<file path="config.mk">
export PLATFORM = sky130hd
export DESIGN_NAME = fpnew_f2i_arbiter
export DESIGN_NICKNAME = d
export VERILOG_FILES = /design/src/rtl/fpnew_f2i_arbiter.sv
export SDC_FILE = /design/constraint.sdc
export NUM_CORES = 1
export LEC_CHECK = 0
export CORE_AREA = 2 2 139 141
export CTS_CLUSTER_SIZE = 14
export DETAILED_ROUTE_END_ITERATION = 8
export DIE_AREA = 0 0 141 143
export GPL_ROUTABILITY_DRIVEN = 0
export HOLD_SLACK_MARGIN = 0.05
export PLACE_DENSITY_LB_ADDON = 0.3
export SLEW_MARGIN = 10
export SYNTH_ARGS = -nofsm -noshare
export SYNTH_HDL_FRONTEND = slang
export SYNTH_SLANG_ARGS = --single-unit
</file>
<file path="constraint.sdc">
create_clock -name clk_i -period 3.4 [get_ports clk_i]
set_input_delay 0.34 -clock clk_i [delete_from_list [all_inputs] [get_ports clk_i]]
set_output_delay 0.34 -clock clk_i [all_outputs]
set_load 0.02 [all_outputs]
</file>
<file path="src/rtl/fpnew_f2i_arbiter.sv">
// rtl/fpnew_f2i_arbiter.sv - shares one in-order float-to-int cast unit among NumReq requesters
//
// Purpose: round-robin (or fixed-priority) input arbitration onto a single cast
// unit, an in-flight ID FIFO that steers each in-order result back to the
// requester that issued it, and flush forwarding.
//
// Configuration macro: FPNEW_F2I_ARB_FIXED_PRIO_EN
//   defined   -> fixed priority, lowest eligible index wins, no rr pointer
//   undefined -> round-robin starting at rr_ptr_q
//
// Ports:
//   clk_i, rst_ni                      clock, asynchronous active-low reset
//   req_valid_i/req_ready_o [NumReq]   per-requester issue handshake
//   req_operand_i, req_rnd_mode_i,
//   req_op_mod_i, req_int_fmt_i        per-requester operation fields
//   unit_valid_o/unit_ready_i          cast unit input handshake
//   unit_operand_o, unit_rnd_mode_o,
//   unit_op_mod_o, unit_int_fmt_o      granted operation fields
//   unit_valid_i/unit_ready_o          cast unit output handshake
//   unit_result_i, unit_status_i       cast unit result and status flags
//   rsp_valid_o/rsp_ready_i [NumReq]   per-requester response handshake
//   rsp_result_o, rsp_status_o         shared response bus
//   flush_i, unit_flush_o              flush in, combinational copy to unit
//   busy_o                             operations in flight
//
// Rounding mode is 3 bits, integer format 2 bits, status 5 bits {NV,DZ,OF,UF,NX}.

module fpnew_f2i_arbiter #(
    parameter int unsigned NumReq      = 4,
    parameter int unsigned SrcWidth    = 32,
    parameter int unsigned DstWidth    = 64,
    parameter int unsigned MaxInflight = 4,
    localparam int unsigned IdWidth    = (NumReq > 1) ? $clog2(NumReq) : 1,
    localparam int unsigned CntWidth   = $clog2(MaxInflight + 1),
    localparam int unsigned PtrWidth   = (MaxInflight > 1) ? $clog2(MaxInflight) : 1
) (
    input  logic                               clk_i,
    input  logic                               rst_ni,
    input  logic [NumReq-1:0]                  req_valid_i,
    output logic [NumReq-1:0]                  req_ready_o,
    input  logic [NumReq-1:0][SrcWidth-1:0]    req_operand_i,
    input  logic [NumReq-1:0][2:0]             req_rnd_mode_i,
    input  logic [NumReq-1:0]                  req_op_mod_i,
    input  logic [NumReq-1:0][1:0]             req_int_fmt_i,
    output logic                               unit_valid_o,
    input  logic                               unit_ready_i,
    output logic [SrcWidth-1:0]                unit_operand_o,
    output logic [2:0]                         unit_rnd_mode_o,
    output logic                               unit_op_mod_o,
    output logic [1:0]                         unit_int_fmt_o,
    input  logic                               unit_valid_i,
    output logic                               unit_ready_o,
    input  logic [DstWidth-1:0]                unit_result_i,
    input  logic [4:0]                         unit_status_i,
    output logic [NumReq-1:0]                  rsp_valid_o,
    input  logic [NumReq-1:0]                  rsp_ready_i,
    output logic [DstWidth-1:0]                rsp_result_o,
    output logic [4:0]                         rsp_status_o,
    input  logic                               flush_i,
    output logic                               unit_flush_o,
    output logic                               busy_o
);

    logic [MaxInflight-1:0][IdWidth-1:0] fifo_q;
    logic [PtrWidth-1:0]                 wr_ptr_q, rd_ptr_q;
    logic [CntWidth-1:0]                 cnt_q;
    logic [IdWidth-1:0]                  winner, head_id;
    logic                                any_valid, issue, pop, route_en;

    function automatic logic [PtrWidth-1:0] ptr_inc(input logic [PtrWidth-1:0] p);
        return (p == PtrWidth'(MaxInflight - 1)) ? '0 : p + 1'b1;
    endfunction

`ifdef FPNEW_F2I_ARB_FIXED_PRIO_EN
    always_comb begin
        winner = '0;
        // Descending scan: the last hit, i.e. the lowest index, wins.
        for (int i = NumReq - 1; i >= 0; i--) begin
            if (req_valid_i[i]) winner = IdWidth'(i);
        end
    end
`else
    logic [IdWidth-1:0] rr_ptr_q;
    logic [IdWidth:0]   rr_sum;

    always_comb begin
        winner = '0;
        rr_sum = '0;
        // Descending offset scan: the last hit is the smallest offset from rr_ptr_q.
        for (int i = NumReq - 1; i >= 0; i--) begin
            rr_sum = {1'b0, rr_ptr_q} + (IdWidth + 1)'(i);
            if (rr_sum >= (IdWidth + 1)'(NumReq)) rr_sum = rr_sum - (IdWidth + 1)'(NumReq);
            if (req_valid_i[rr_sum[IdWidth-1:0]]) winner = rr_sum[IdWidth-1:0];
        end
    end

    always_ff @(posedge clk_i or negedge rst_ni) begin
        if (!rst_ni) begin
            rr_ptr_q <= '0;
        end else if (issue) begin
            rr_ptr_q <= (winner == IdWidth'(NumReq - 1)) ? '0 : winner + 1'b1;
        end
    end
`endif

    assign any_valid = |req_valid_i;

    // A push is refused at full even if a pop happens the same cycle, so the
    // response-side ready never feeds the issue side combinationally.
    assign unit_valid_o = rst_ni & any_valid & (cnt_q < CntWidth'(MaxInflight)) & ~flush_i;
    assign issue        = unit_valid_o & unit_ready_i;
    assign req_ready_o  = issue ? (NumReq'(1) << winner) : '0;

    assign unit_operand_o  = req_operand_i[winner];
    assign unit_rnd_mode_o = req_rnd_mode_i[winner];
    assign unit_op_mod_o   = req_op_mod_i[winner];
    assign unit_int_fmt_o  = req_int_fmt_i[winner];

    // Results are routed only while an ID is pending; a stray unit_valid_i
    // with an empty FIFO sees no ready and is therefore held by the unit.
    assign head_id      = fifo_q[rd_ptr_q];
    assign route_en     = rst_ni & (cnt_q != '0) & ~flush_i;
    assign unit_ready_o = route_en & rsp_ready_i[head_id];
    assign rsp_valid_o  = (route_en & unit_valid_i) ? (NumReq'(1) << head_id) : '0;
    assign pop          = unit_valid_i & unit_ready_o;
    assign rsp_result_o = unit_result_i;
    assign rsp_status_o = unit_status_i;

    assign unit_flush_o = flush_i;
    assign busy_o       = (cnt_q != '0);

    always_ff @(posedge clk_i or negedge rst_ni) begin
        if (!rst_ni) begin
            fifo_q   <= '0;
            wr_ptr_q <= '0;
            rd_ptr_q <= '0;
            cnt_q    <= '0;
        end else if (flush_i) begin
            wr_ptr_q <= '0;
            rd_ptr_q <= '0;
            cnt_q    <= '0;
        end else begin
            if (issue) begin
                fifo_q[wr_ptr_q] <= winner;
                wr_ptr_q         <= ptr_inc(wr_ptr_q);
            end
            if (pop) rd_ptr_q <= ptr_inc(rd_ptr_q);
            cnt_q <= cnt_q + CntWidth'(issue) - CntWidth'(pop);
        end
    end

    assert property (@(posedge clk_i) disable iff (!rst_ni)
        !(issue && cnt_q == CntWidth'(MaxInflight)));
    assert property (@(posedge clk_i) disable iff (!rst_ni)
        !(pop && cnt_q == '0));

endmodule

</file>
Yosys cells after proc, flatten, opt, wreduce, memory -nomap -nowiden

Cells that the tools add are included.

Add/sub/neg operators: 12
Magnitude comparators: 14
Mux-type cells: 41
Shift-type cells: 2
Bitwise operators: 10
Equality and inequality tests: 3
Reductions and logical operators: 6

Operators with widths:

| operator              | count |
|---|---|
| $bmux W32 S2          | 1 |
| $mux W2               | 18 |
| $mux W32              | 1 |
| $lt A2 B3 Y1 const B  | 8 |
| $bmux W1 S2           | 6 |
| $and A1 B1 Y1         | 9 |
| $ge A3 B3 Y1 const B  | 3 |
| $bmux W2 S2           | 2 |
| $bwmux W8             | 1 |
| $mux W4               | 2 |
| $shl A1 B2 Y4 const A | 2 |
| $sub A2 B1 Y2 const B | 4 |
| $add A2 B1 Y2 const B | 3 |
| $add A2 B2 Y3 const B | 2 |
| $bmux W3 S2           | 1 |
| $eq A2 B2 Y1 const B  | 3 |
| $mux W1               | 6 |
| $mux W3               | 2 |
| $demux W2 S2          | 1 |
| $reduce_bool A2 Y1    | 2 |
| $reduce_or A4 Y1      | 1 |
| $add A2 B1 Y3 const B | 1 |
| $add A3 B1 Y3         | 1 |
| $ge A2 B3 Y1 const B  | 1 |
| other kinds (7)       | 7 |

Register bits after elaboration: 17
Output and inout bits: 119
Input bits: 234

Logic depth before layout (Yosys ltp)

Gate-level depths: netlist of the first run.

Depth in word-level cells: 11
Gate-level depth with buffers: 13

Worst setup path after synthesis of the first run

No wires, ideal clock.

Path kind: register to register
Start: reg rd_ptr_q[0]
End: reg cnt_q[2]
Library setup time: 0.119 ns
Data arrival time: 2.575 ns
Path buffers: 0
Stages on the path, launching flop included: 12
Clock period less this slack: 2.694 ns
Path slack: 0.706 ns
Path through: dfrtp_1 -> mux4_2 -> nand4b_4 -> o22ai_2 -> ha_1 -> inv_1 -> ha_1 -> inv_1 -> fa_1 -> xor2_1 -> xnor2_1 -> nor2_1

Longest elaborated chain between the ends: 8

RTL lines:

| item                          | line | text |
|---|---|---|
| start: declaration            | 65   | `logic [PtrWidth-1:0] wr_ptr_q, rd_ptr_q;` |
| start signal: assignment      | 147  | `if (pop) rd_ptr_q <= ptr_inc(rd_ptr_q);` |
| $bmux W2 S2                   | 121  | `assign head_id = fifo_q[rd_ptr_q];` |
| $mux W2 (not written as such) | 121  |  |
| $bmux W1 S2                   | 123  | `assign unit_ready_o = route_en & rsp_ready_i[head_id];` |
| $mux W1 (not written as such) | 123  |  |
| $and A1 B1 Y1                 | 123  |  |
| $and A1 B1 Y1                 | 125  | `assign pop = unit_valid_i & unit_ready_o;` |
| $sub A3 B1 Y3                 | 148  | `cnt_q <= cnt_q + CntWidth'(issue) - CntWidth'(pop);` |
| $mux W3                       | 138  | `end else if (flush_i) begin` |
| end signal: assignment        | 148  |  |
| end: declaration              | 66   | `logic [CntWidth-1:0] cnt_q;` |

No other way between the ends. The select of a mux whose other input is x is not followed.
A chain may end at the register's enable or synchronous reset.

Final worst setup path of the first run

Start: in req_valid_i[3]
End: out unit_rnd_mode_o[2]

Longest elaborated chain between the ends: 8
Elaborated cells between the ends (all ways): 14
Classes of those cells: mux (14)

RTL lines:

| item                            | line | text |
|---|---|---|
| start: declaration              | 39   | `input logic [NumReq-1:0] req_valid_i,` |
| $bmux W1 S2                     | 93   | `if (req_valid_i[rr_sum[IdWidth-1:0]]) winner = rr_sum[IdWidth-1:0];` |
| $mux W1 (not written as such)   | 93   |  |
| $mux W2 (3 in a row)            | 93   |  |
| $mux W2 *                       | 93   |  |
| $bmux W3 S2 *                   | 115  | `assign unit_rnd_mode_o = req_rnd_mode_i[winner];` |
| $mux W3 (not written as such) * | 115  |  |
| end: declaration                | 48   | `output logic [2:0] unit_rnd_mode_o,` |

Mark *: on every way between the ends. The rest lies on a longest branch, timed or not. The select of a mux whose other input is x is not followed.

==> results of run 1 <==
-- sequential cells by signal (all words and copies together) (netlist names) --
signal,cells
cnt_q,3
fifo_q,8
rd_ptr_q,2
rr_ptr_q,2
wr_ptr_q,2
-- placed cells by master (no fill, tap or decap) --
| master | netlist | layout |
|---|---|---|
| dfrtp_1 | 17 | 17 |
| clkbuf_16 | 0 | 3 |
| buf_12 | 0 | 5 |
| nand4_1 | 1 | 1 |
| nand2_1 | 11 | 11 |
| o22ai_2 | 1 | 1 |
| mux2_1 | 8 | 8 |
| nand4b_4 | 1 | 1 |
| nor2b_1 | 1 | 1 |
| clkdlybuf4s50_1 | 0 | 214 |
| and2_1 | 1 | 1 |
| nand2b_1 | 3 | 3 |
| o22a_2 | 0 | 1 |
| or3_1 | 3 | 3 |
| a21oi_1 | 2 | 2 |
| mux4_2 | 2 | 2 |
| inv_2 | 3 | 3 |
| nor4_1 | 1 | 1 |
| nor2b_4 | 1 | 1 |
| xor2_1 | 1 | 1 |
| mux2i_1 | 118 | 118 |
| and3_1 | 6 | 6 |
| inv_1 | 5 | 5 |
| o21ai_1 | 2 | 2 |
| fa_1 | 1 | 1 |
| ha_1 | 10 | 10 |
| clkinv_1 | 1 | 1 |
| xnor2_1 | 2 | 2 |
| clkbuf_1 | 1 | 1 |
| o31ai_1 | 1 | 1 |
| nor2_1 | 8 | 8 |
| nor3b_4 | 1 | 1 |
| buf_4 | 72 | 10 |
| o21ai_0 | 1 | 1 |
| a311oi_4 | 0 | 1 |
-- synthesized netlist by cell type --
cell      count  area, um2
a21oi_1       2       10.0
a311oi_2      1       15.0
and2_1        1       6.26
and3_1        6       37.5
buf_2         5       25.0
buf_4        72        541
buf_6         7       78.8
clkbuf_1      1       3.75
clkinv_1      1       3.75
dfrtp_1      17        425
fa_1          1       20.0
ha_1         10        125
inv_1         5       18.8
inv_2         3       11.3
mux2_1        8       90.1
mux2i_1     118       1180
mux4_2        2       45.0
nand2_1      11       41.3
nand2b_1      3       18.8
nand4_1       1       6.26
nand4b_4      1       23.8
nor2_1        8       30.0
nor2b_1       1       6.26
nor2b_4       1       13.8
nor3b_4       1       18.8
nor4_1        1       6.26
o21ai_0       1       5.00
o21ai_1       2       10.0
o22a_1        1       8.76
o22ai_2       1       12.5
o31ai_1       1       7.51
or3_1         3       18.8
xnor2_1       2       17.5
xor2_1        1       8.76
-- cell families (layout without fill, tap and decap cells) --
group / Yosys count / in the layout / synth area share [%]
xor gates and xnor gates: 3 / 3 / 0.909
AOI/OAI and AO/OA: 9 / 9 / 2.38
muxes: 128 / 128 / 45.5
and+or+nand+nor: 38 / 38 / 7.88
buffers and inverters: 94 / 242 / 23.6
adders and majority gates: 11 / 11 / 5.02
DFF: 17 / 17 / 14.7
-- power groups by stage --
stage / clock network, mW / logic [mW] / registers [mW]
3_3_place_gp: 0 / 1.96 / 0.275
4_1_cts: 0.242 / 1.98 / 0.272
2_1_floorplan: 0 / 1.24 / 0.264
6_report: 0.236 / 1.94 / 0.272
3_5_place_dp: 0 / 1.97 / 0.276
5_1_grt: 0.248 / 2.07 / 0.278
-- metrics by stage --
stage	hold slack (ns)	total power [mW]	setup WS, ns	utilization (%)	instance area [um2]
2_1_floorplan	0.0444	1.50	0.706	-	2890
3_3_place_gp	0.469	2.24	0.173	26.2	4870
3_5_place_dp	0.480	2.25	0.185	26.2	4870
4_1_cts	0.468	2.49	0.170	26.6	4940
5_1_grt	0.491	2.60	0.00106	26.6	4940
6_report	0.456	2.45	0.163	26.6	4940
-- layer usage --
layer / share of wire (%) / vias to the layer above / GRT usage (%)
met5: 0 / - / 0
met4: 2.0 / 0 / 2.42
met3: 6.0 / 32 / 2.08
met2: 54 / 123 / 18.8
met1: 38 / 1187 / 11.4
li1: - / 1281 / -
-- layout make-up --
class	count	area, um2	area share [%]
multi-input combinational	189	1800	36.3
clock buffer	4	78.8	1.59
sequential	17	425	8.60
timing repair buffer	229	2320	46.9
inverter	9	33.8	0.683
tap	234	293	5.92
-- worst paths after layout --
path | startpoint | endpoint | slack (ns) | depth (start not counted)
max | req_valid_i[3] | unit_rnd_mode_o[2] | 0.16 | 9
min | rst_ni | rd_ptr_q[0] | 0.46 | 2
max reg2reg | rd_ptr_q[0] | cnt_q[2] | 0.51 | 11
min reg2reg | fifo_q[3] | fifo_q[3] | 0.49 | 1
max in group asynchronous | rst_ni | fifo_q[5] | 2.75 | 2
min in group clk_i | fifo_q[3] | fifo_q[3] | 0.49 | 1
-- worst register-to-register path: stages, from the launching register on --
cell and delay [ns]:
dfrtp_1 0.45, mux4_2 0.63, mux2i_1 0.27, o22ai_2 0.15, ha_1 0.29, inv_1 0.06, ha_1 0.13, inv_1 0.05
fa_1 0.39, xor2_1 0.17, xnor2_1 0.14, nor2_1 0.05
==> run metrics, run 1 <==
max-slew violation count 0; CP Launch Type input port; Relative slew margins 76.1%; Clk Latency, worst-skew pair 0.25 ns; Seq pwr share 11.1%; kind of critical path input port to output pin; Final HPWL DP 9.49 mm; DR vias 2623; Sinks on Clock Net 17; first-pass GRT wire length 15.5 mm; critical path fanouts, max 21; FILL cells 1932; clk buf depth 2; Die W 141 um; Worst path slowest cell clkdlybuf4s50_1; Core ar. 0.0186 mm2; vias in the first global route 2740; layout cells sized above 1 6.47%; GR Util All Layers 9.93%; Worst Path Arrival 2.90 ns; DP Cell Count 678; vias per inst 3.85; Max Cap Viol 0; crit end category output pin; hold_buf cts 0; maximum clock frequency 0.309 GHz; # DRC 0; Syn Inst Count 300; cts repair resizes 0; P&R area growth vs syn 71.0%; Final Cycle Share 95.2%; Synth cell types 34; WL/cell 16.0 um; outcome completed; Worst Hold Class input port to asynchronous set/reset pin; Die Ht 143 um; row cnt 50; CP cell instances clkdlybuf4s50_1, nand2_1, and3_1, a311oi_4, buf_12, buf_4, mux2i_1, mux2i_1, clkdlybuf4s50_1; DR iter-0 viols 69; Leak 2.11 nW; NetSw 1.03 mW; crit path time final 3.24 ns; CP delay by family, top buffers and inverters; largest net degree at the start of global routing 26; CP max stage delay 0.55 ns; die area 0.0202 mm2; NumNets Final 694; num ports 353; post-synthesis sequential area ratio 14.7%; Logic pwr share 79.3%; Post-Layout Cell Count 682; CTS HTree Levels 1; RSZ-0062 raised after global routing no; Peak supply drop 207 uV; final hold vios 0; synthesized cell area 0.00289 mm2; CP required 3.06 ns; Buf/Inv on CP 4; Ant. Diodes 0; clk slew on worst S/H paths 0.05 ns; Syn Nets 545; clock share of power 9.6%; Worst-Margin Slew 0.356 ns; CTS tree yes; IO buf count 214; setup violators final 0; cts bufs inserted 3; Pre-antenna DRT Iters 4; Power Internal 1.42 mW; final wirelength 10.9 mm; Ys Warns 0; PD cells 496 mW/mm2; remaining antenna violation count after routing 0; initial antenna violation count 0; skew final 0.00736 ns; TNS Setup 0 ns; CTS root buffer clkbuf_16; Switching Share 41.9%; FF+latch count, synth 17; initial core utilization 15.6%; average cell area after synthesis 9.64 um2; post-CTS setup buffers 0; GR Overflow Total 0
Power figures use the tool's default switching activity.
==> inputs of run 2 (changes only) <==
ABC_CLOCK_PERIOD_IN_PS = 3400   (was unset)
==> results of run 2 <==
Same layout as run 1: the final DEF is identical, and so are final timing and power.
